--- config.mk ---
export PLATFORM = sky130hd
export DESIGN_NAME = primo_seq
export DESIGN_NICKNAME = d
export VERILOG_FILES = /design/src/rtl/primo_seq.sv
export SDC_FILE = /design/constraint.sdc
export NUM_CORES = 1
export LEC_CHECK = 0
export BUFFER_PORTS_ARGS = -buffer_cell sky130_fd_sc_hd__buf_2
export CORE_MARGIN = 2
export CORE_UTILIZATION = 39
export CTS_CLUSTER_DIAMETER = 120
export DETAILED_ROUTE_END_ITERATION = 8
export PLACE_DENSITY = 0.52
export SETUP_SLACK_MARGIN = 0.2
export SYNTH_ARGS = -nofsm -noshare
export SYNTH_HDL_FRONTEND = slang
export SYNTH_SLANG_ARGS = --single-unit
export TNS_END_PERCENT = 1
--- constraint.sdc ---
create_clock -name clk -period 15.4 [get_ports clk]
set_clock_uncertainty 0.05 [all_clocks]
set_input_delay 0.77 -clock clk [delete_from_list [all_inputs] [get_ports clk]]
set_output_delay 0.77 -clock clk [all_outputs]
set_load 0.005 [all_outputs]
--- src/rtl/primo_seq.sv ---
// primo_seq: sequential primality tester using odd trial division, one divisor per clock.
// An operand is accepted on start in IDLE. Even numbers and 0..3 are decided in a single
// FILTER cycle. Other operands go to TEST, which tries d = 3, 5, 7, ... until d*d > n
// or d divides n.
// Optional feature: define PRIMO_FACTOR_EN to add the factor port (smallest divisor found).
// Ports:
//   clk, rst_n  - clock (rising edge), asynchronous active-low reset
//   start       - request pulse, sampled only in IDLE
//   n           - WIDTH-bit unsigned operand, latched on accepted start
//   busy        - high while in FILTER or TEST
//   done        - one-cycle pulse in DONE
//   is_prime    - result, valid from done until the next accepted start
//   factor      - smallest divisor found, 0 for primes, 0 and 1 (PRIMO_FACTOR_EN only)
module primo_seq #(
    parameter int unsigned WIDTH = 8
) (
    input  logic             clk,
    input  logic             rst_n,
    input  logic             start,
    input  logic [WIDTH-1:0] n,
    output logic             busy,
    output logic             done,
    output logic             is_prime
`ifdef PRIMO_FACTOR_EN
    ,
    output logic [WIDTH-1:0] factor
`endif
);

    localparam int unsigned SQ_W = 2 * WIDTH;

    typedef enum logic [1:0] {
        S_IDLE   = 2'd0,
        S_FILTER = 2'd1,
        S_TEST   = 2'd2,
        S_DONE   = 2'd3
    } state_t;

    state_t           state, state_nxt;
    logic [WIDTH-1:0] n_q, n_q_nxt;
    logic [WIDTH-1:0] d, d_nxt;
    logic             is_prime_nxt;
    logic             busy_nxt;
    logic             done_nxt;
    logic [SQ_W-1:0]  sq;
    logic             divides;
`ifdef PRIMO_FACTOR_EN
    logic [WIDTH-1:0] factor_nxt;
`endif

    // Full-width square, so the loop bound never overflows.
    assign sq = SQ_W'(d) * SQ_W'(d);
    // d is at least 3 whenever this is used; the guard only keeps IDLE free of divide-by-zero.
    assign divides = (d != '0) && ((n_q % d) == '0);

    // Next-state and next-register values.
    always_comb begin
        state_nxt    = state;
        n_q_nxt      = n_q;
        d_nxt        = d;
        is_prime_nxt = is_prime;
`ifdef PRIMO_FACTOR_EN
        factor_nxt   = factor;
`endif
        unique case (state)
            S_IDLE: begin
                if (start) begin
                    n_q_nxt      = n;
                    is_prime_nxt = 1'b0;
`ifdef PRIMO_FACTOR_EN
                    factor_nxt   = '0;
`endif
                    state_nxt    = S_FILTER;
                end
            end
            S_FILTER: begin
                if (n_q <= WIDTH'(1)) begin
                    is_prime_nxt = 1'b0;
                    state_nxt    = S_DONE;
                end else if ((n_q == WIDTH'(2)) || (n_q == WIDTH'(3))) begin
                    is_prime_nxt = 1'b1;
                    state_nxt    = S_DONE;
                end else if (!n_q[0]) begin
                    is_prime_nxt = 1'b0;
`ifdef PRIMO_FACTOR_EN
                    factor_nxt   = WIDTH'(2);
`endif
                    state_nxt    = S_DONE;
                end else begin
                    d_nxt        = WIDTH'(3);
                    state_nxt    = S_TEST;
                end
            end
            S_TEST: begin
                if (sq > SQ_W'(n_q)) begin
                    is_prime_nxt = 1'b1;
                    state_nxt    = S_DONE;
                end else if (divides) begin
                    is_prime_nxt = 1'b0;
`ifdef PRIMO_FACTOR_EN
                    factor_nxt   = d;
`endif
                    state_nxt    = S_DONE;
                end else begin
                    d_nxt        = d + WIDTH'(2);
                end
            end
            S_DONE: begin
                state_nxt = S_IDLE;
            end
            default: begin
                state_nxt = S_IDLE;
            end
        endcase
        busy_nxt = (state_nxt == S_FILTER) || (state_nxt == S_TEST);
        done_nxt = (state_nxt == S_DONE);
    end

    // State and output registers.
    always_ff @(posedge clk or negedge rst_n) begin
        if (!rst_n) begin
            state    <= S_IDLE;
            n_q      <= '0;
            d        <= '0;
            busy     <= 1'b0;
            done     <= 1'b0;
            is_prime <= 1'b0;
`ifdef PRIMO_FACTOR_EN
            factor   <= '0;
`endif
        end else begin
            state    <= state_nxt;
            n_q      <= n_q_nxt;
            d        <= d_nxt;
            busy     <= busy_nxt;
            done     <= done_nxt;
            is_prime <= is_prime_nxt;
`ifdef PRIMO_FACTOR_EN
            factor   <= factor_nxt;
`endif
        end
    end

endmodule

==> results of run 1 <==
## metal layers
layer  wire length [microns]  global-route usage [%]  vias up
met2                    5930                    35.0       74
li1                        -                       -     2060
met1                    5910                    27.6     2021
met3                     346                   0.794       17
met5                       0                       0        -
met4                     201                    4.63        0
## layout make-up
cell class	instances	area (sq um)
Timing Repair Buffer	14	72.6
Clock buffer	3	75.1
Multi-Input combinational cell	471	3910
Clock inverter	1	5.00
Tap cell	147	184
Fill cell	1219	6950
Sequential cell	21	526
Inverter	65	244
## registers in the layout (all words and copies together), names as in the netlist
register  cells
n_q           8
d             8
is_prime      1
busy          1
state         2
done          1
## cells in the final DEF, fill, tap and decap left out, types with 9 or more instances in the layout
cell type	netlist	routed
o21ai_0	23	23
fa_1	26	26
inv_1	63	63
ha_1	83	83
nor3_1	16	16
dfrtp_1	21	21
mux2_2	15	15
xor2_1	10	10
and3_1	9	9
buf_2	3	13
xnor2_1	15	15
o211ai_1	9	9
o21a_1	15	15
a21oi_1	29	29
nor2_1	49	49
nand2_1	46	46
## path summary, 6_finish.rpt
path                            endpoint  cells after the start  slack [ns]  startpoint
worst max-delay path                busy                     51        1.67        d[0]
worst min register to register  is_prime                      2        0.47    is_prime
min in group clk                is_prime                      2        0.47    is_prime
worst max register to register      busy                     51        1.67        d[0]
max in group asynchronous         n_q[2]                      1       14.54       rst_n
worst min-delay path            is_prime                      1        0.42       rst_n
## per-stage QoR
stage	util [%]	instances	hold slack, ns	setup WS, ns
3_5_place_dp	41.2	718	0.460	1.83
6_report	41.9	722	0.424	1.67
4_1_cts	41.9	722	0.442	1.80
3_3_place_gp	41.2	718	0.460	2.21
5_1_grt	41.9	722	0.459	0.531
2_1_floorplan	-	574	0.424	3.49
## kinds of logic after synthesis
group           count (synthesis)
compound gates                144
xor+xnor                       25
simple gates                  175
mux                            18
buf+inv                        82
fa+ha+maj                     109
flops                          21
==> results by group, run 1 <==
Timing
  – Final TNS setup: 0 ns
  – Max Slew Vio Count: 0
  – Tcrit/Tclk final: 89.2%
  – RSZ-0062 raised after global routing: false
  – Crit path time final: 13.73 ns
  – Setup Viol. Count Final: 0
  – Least-Margin Pin Slew: 0.930 ns
  – Final-report hold violation count: 0
  – Slew HR: 37.7%
  – Peak Freq: 0.0728 GHz

Die
  – IO Pins: 14
  – DIE AREA: 13100 sq um
  – Die height: 115 microns
  – Core area: 12000 sq um
  – Die W: 115 microns
  – Initial Util: 39.8%
  – # rows: 40

Route
  – Vias per cell: 5.78
  – Iteration count of the initial detailed-routing pass: 4
  – Post-route ant nets: 0
  – Routed len/inst: 17.2 microns
  – Initial DRC count: 273
  – Vias: 4172
  – WL final: 12400 microns
  – Remaining DRCs: 0

Global route
  – Largest net degree at the start of global routing: 22
  – Overflow after GRT: 0
  – Global-route wire length before repair: 21300 microns
  – Initial antenna violation count: 0
  – Vias in the first global route: 4246
  – Total GRT Usage: 20.1%

Job
  – Max-Cap Viols: 0

Synthesis
  – Commonest cells post-synth: ha_1 (83), inv_1 (63), nor2_1 (49)
  – Number of enable flip-flop cells after synthesis: 0
  – Top cells by area, synth: ha_1 (22%), dfrtp_1 (11%), fa_1 (11%)
  – Compound-Gate Fraction of Synth Area: 21.9%
  – Synthesized area: 4770 sq um
  – XOR/XNOR share of the synthesized area: 4.59%
  – Syn Inst Count: 574
  – Syn Nets: 694
  – Ys flop type: dfrtp_1
  – Seq/Total Area, Yosys: 11.0%
  – Most frequent cell after synthesis: ha_1
  – Mux share of post-synthesis cell area: 4.17%
  – YS warnings: 0
  – FFs w/ async S/R, synth: 100%
  – Yosys cell types: 76
  – Yosys top cell by area: ha_1
  – Register bit total from synthesis: 21
  – Adder-cell area share of the yosys netlist: 32.7%
  – Syn avg cell area: 8.30 sq um
  – Post-synthesis simple-gate area fraction: 18.6%
  – Synth top area share: 21.8%
  – Main combinational cell family by area after synthesis: adder cells

Clock tree
  – H-tree levels: 1
  – Hold Buf Count CTS: 0
  – Worst-Skew Late Latency: 0.25 ns
  – Bufs on Longest Clock Path: 2
  – Root buf cell: clkbuf_16
  – Post-CTS resize count: 0
  – Clk sinks: 21
  – CTS Buf Count: 3
  – Post-CTS Setup Inserts: 0
  – CTS tree: yes
  – CTS clk-pin slew, worst paths: 0.06 ns

Final layout
  – Ratio of cells with drive above 1 in the final layout: 9.91%
  – Final instance area: 5010 sq um
  – P&R area growth vs syn: 5.17%
  – Fin nets: 696
  – ANT cells: 0

Worst setup path
  – Delay-heaviest family, CP: compound AO/OA/AOI/OAI gates
  – CP Buf/Inv Count: 2
  – Crit path kind: reg -> reg
  – Worst setup SP type: flip-flop
  – Crit-path slowest cell: a31oi_1
  – Slowest stage delay, CP: 0.72 ns
  – Crit path top cell by count: ha_1
  – Crit. End Element: flip-flop
  – Arr. time, crit path: 13.82 ns
  – Worst Path Required: 15.49 ns
  – Maximum fanout along the worst path: 13

Place
  – Port Buffer Count: 13
  – Area after DPL: 4930 sq um
  – Routability cong.: 0.835
  – Placed wire-length estimate: 10100 microns

Min path
  – Hold Crit Class: in -> async

Outcome
  – Status: completed
Power of run 1 is not shown: default switching activity piles up to over one toggle a cycle in this logic, so the estimate is an artifact.
==> run 2: changes to the inputs <==
--- a/config.mk
+++ b/config.mk
@@ -5,6 +5,7 @@
 export SDC_FILE = /design/constraint.sdc
 export NUM_CORES = 1
 export LEC_CHECK = 0
+export ABC_AREA = 1
 export BUFFER_PORTS_ARGS = -buffer_cell sky130_fd_sc_hd__buf_2
 export CORE_MARGIN = 2
 export CORE_UTILIZATION = 39
==> run 2 against run 1 <==
- hold slack better by 0.0036 ns
- register-to-register slack better by 3.0 ns
- sequential share of layout area down 0.59 points
==> results by group, run 2 <==
Global route
  – Initial antenna violation count: 0
  – Total GRT Usage: 17.9%
  – Global-route wire length before repair: 20600 microns
  – Overflow after GRT: 0
  – Vias in the first global route: 4401
  – Largest net degree at the start of global routing: 22

Synthesis
  – Yosys cell types: 47
  – YS warnings: 0
  – Number of enable flip-flop cells after synthesis: 0
  – FFs w/ async S/R, synth: 100%
  – Synthesized area: 5030 sq um
  – Syn Nets: 847
  – Top cells by area, synth: ha_1 (21%), nand2_1 (13%), dfrtp_1 (10%)
  – Syn Inst Count: 727
  – Yosys top cell by area: ha_1
  – Commonest cells post-synth: nand2_1 (176), inv_1 (121), ha_1 (83)
  – Ys flop type: dfrtp_1
  – Synth top area share: 20.7%
  – Seq/Total Area, Yosys: 10.5%
  – Register bit total from synthesis: 21
  – Most frequent cell after synthesis: nand2_1
  – Syn avg cell area: 6.92 sq um

Final layout
  – Fin util: 42.1%
  – Top Registers: d: 8 flops, n_q: 8 flops, state: 2 flops
  – Ratio of cells with drive above 1 in the final layout: 8.09%
  – Most common cell after layout, fill and taps aside: nand2_1
  – P&R area growth vs syn: 5.67%
  – Fill cells: 1350
  – Fin nets: 850
  – ANT cells: 0
  – Most frequent cells in the layout: nand2_1 (176), inv_1 (121), ha_1 (83)

Worst setup path
  – Crit. End Element: flip-flop
  – Crit path top cell by count: nand2_1
  – Crit-path slowest cell: dfrtp_1
  – Slowest stage delay, CP: 0.60 ns
  – Maximum fanout along the worst path: 11
  – Arr. time, crit path: 10.82 ns
  – Worst setup SP type: flip-flop
  – Crit path kind: reg -> reg
  – Worst Path Required: 15.50 ns

Clock tree
  – Post-CTS resize count: 0
  – Post-CTS Setup Inserts: 0
  – Bufs on Longest Clock Path: 2
  – Root buf cell: clkbuf_16
  – H-tree levels: 1
  – CTS tree: yes
  – Clk sinks: 21
  – CTS Buf Count: 3
  – Hold Buf Count CTS: 0
  – Worst-Skew Late Latency: 0.26 ns
  – CTS clk-pin slew, worst paths: 0.06 ns

Min path
  – Hold Crit Class: reg -> reg

Timing
  – Max Slew Vio Count: 0
  – Setup Viol. Count Final: 0
  – RSZ-0062 raised after global routing: false
  – Peak Freq: 0.0932 GHz
  – Least-Margin Pin Slew: 0.591 ns
  – Tcrit/Tclk final: 69.7%
  – Final-report hold violation count: 0
  – Final TNS setup: 0 ns
  – Slew HR: 60.5%
  – Crit path time final: 10.73 ns

Die
  – IO Pins: 14
  – Initial Util: 39.8%
  – DIE AREA: 13800 sq um
  – Core area: 12600 sq um
  – Die W: 118 microns
  – # rows: 41
  – Die height: 118 microns

Route
  – Post-route ant nets: 0
  – Vias: 4468
  – WL final: 12000 microns
  – Vias per cell: 4.96
  – Initial DRC count: 295
  – Routed len/inst: 13.3 microns
  – Remaining DRCs: 0
  – Iteration count of the initial detailed-routing pass: 5

Outcome
  – Status: completed

Place
  – Placed wire-length estimate: 10100 microns
  – Routability cong.: 0.844
  – Port Buffer Count: 13

Job
  – Max-Cap Viols: 0
==> run 2: cell count changes after synthesis, moves of 9 or more <==
cell	delta
nand2_1	+130
inv_1	+58
nand3_1	+43
xor2_1	+17
a21oi_1	+16
mux2_2	-15
o21a_1	-15
and3_1	-9
nor3_1	-9
o21ai_0	-9
==> run 2: layout make-up <==
| cell class | count | area (sq um) | area share, % |
|---|---|---|---|
| Multi-Input combinational cell | 564 | 3950 | 74.3 |
| Sequential cell | 21 | 526 | 9.89 |
| Inverter | 127 | 479 | 9.02 |
| Tap cell | 172 | 215 | 4.05 |
| Clock buffer | 3 | 75.1 | 1.41 |
| Timing Repair Buffer | 13 | 65.1 | 1.22 |
| Clock inverter | 1 | 5.00 | 0.0942 |
==> run 2: critical path: cells and delay by family (launching register included) <==
kind / cells / cell delay (ns)
compound gates: 13 / 2.28
xor+xnor: 1 / 0.16
fa+ha+maj: 9 / 2.88
buf+inv: 7 / 0.68
flops: 1 / 0.60
simple gates: 39 / 3.91
==> run 2: worst paths after layout <==
path,startpoint,end,slack (ns),depth (start not counted)
worst max-delay path,d[0],busy,4.67,69
worst min register to register,is_prime,is_prime,0.43,2
worst max register to register,d[0],busy,4.67,69
max in group asynchronous,rst_n,n_q[4],14.50,1
worst min-delay path,is_prime,is_prime,0.43,2
min in group asynchronous,rst_n,state[1],0.44,1
==> run 2: cell families (layout without fill, tap and decap cells) <==
family          count (synthesis)  count (layout)  synth area share (%)
compound gates                 88              88                  10.6
simple gates                  326             326                  29.7
flops                          21              21                  10.5
buf+inv                       142             144                  11.0
fa+ha+maj                     109             109                  31.0
xor+xnor                       41              41                  7.14
==> run 2: routing by layer <==
layer | global-route usage (%) | wire length, microns | vias to the layer above
met5 | 0 | 0 | -
met4 | 1.96 | 67 | 0
met3 | 1.45 | 374 | 6
met2 | 31.6 | 5930 | 81
met1 | 24.6 | 5640 | 2060
li1 | - | - | 2321
==> run 2: through the flow <==
stage	worst slack, ns	cell area [sq um]	instances	hold WS, ns
2_1_floorplan	5.87	5030	727	0.421
3_3_place_gp	4.73	5230	897	0.412
3_5_place_dp	4.68	5230	897	0.424
4_1_cts	4.66	5310	901	0.441
5_1_grt	3.41	5310	901	0.476
6_report	4.67	5310	901	0.428
Power of run 2 is left out for the same reason.
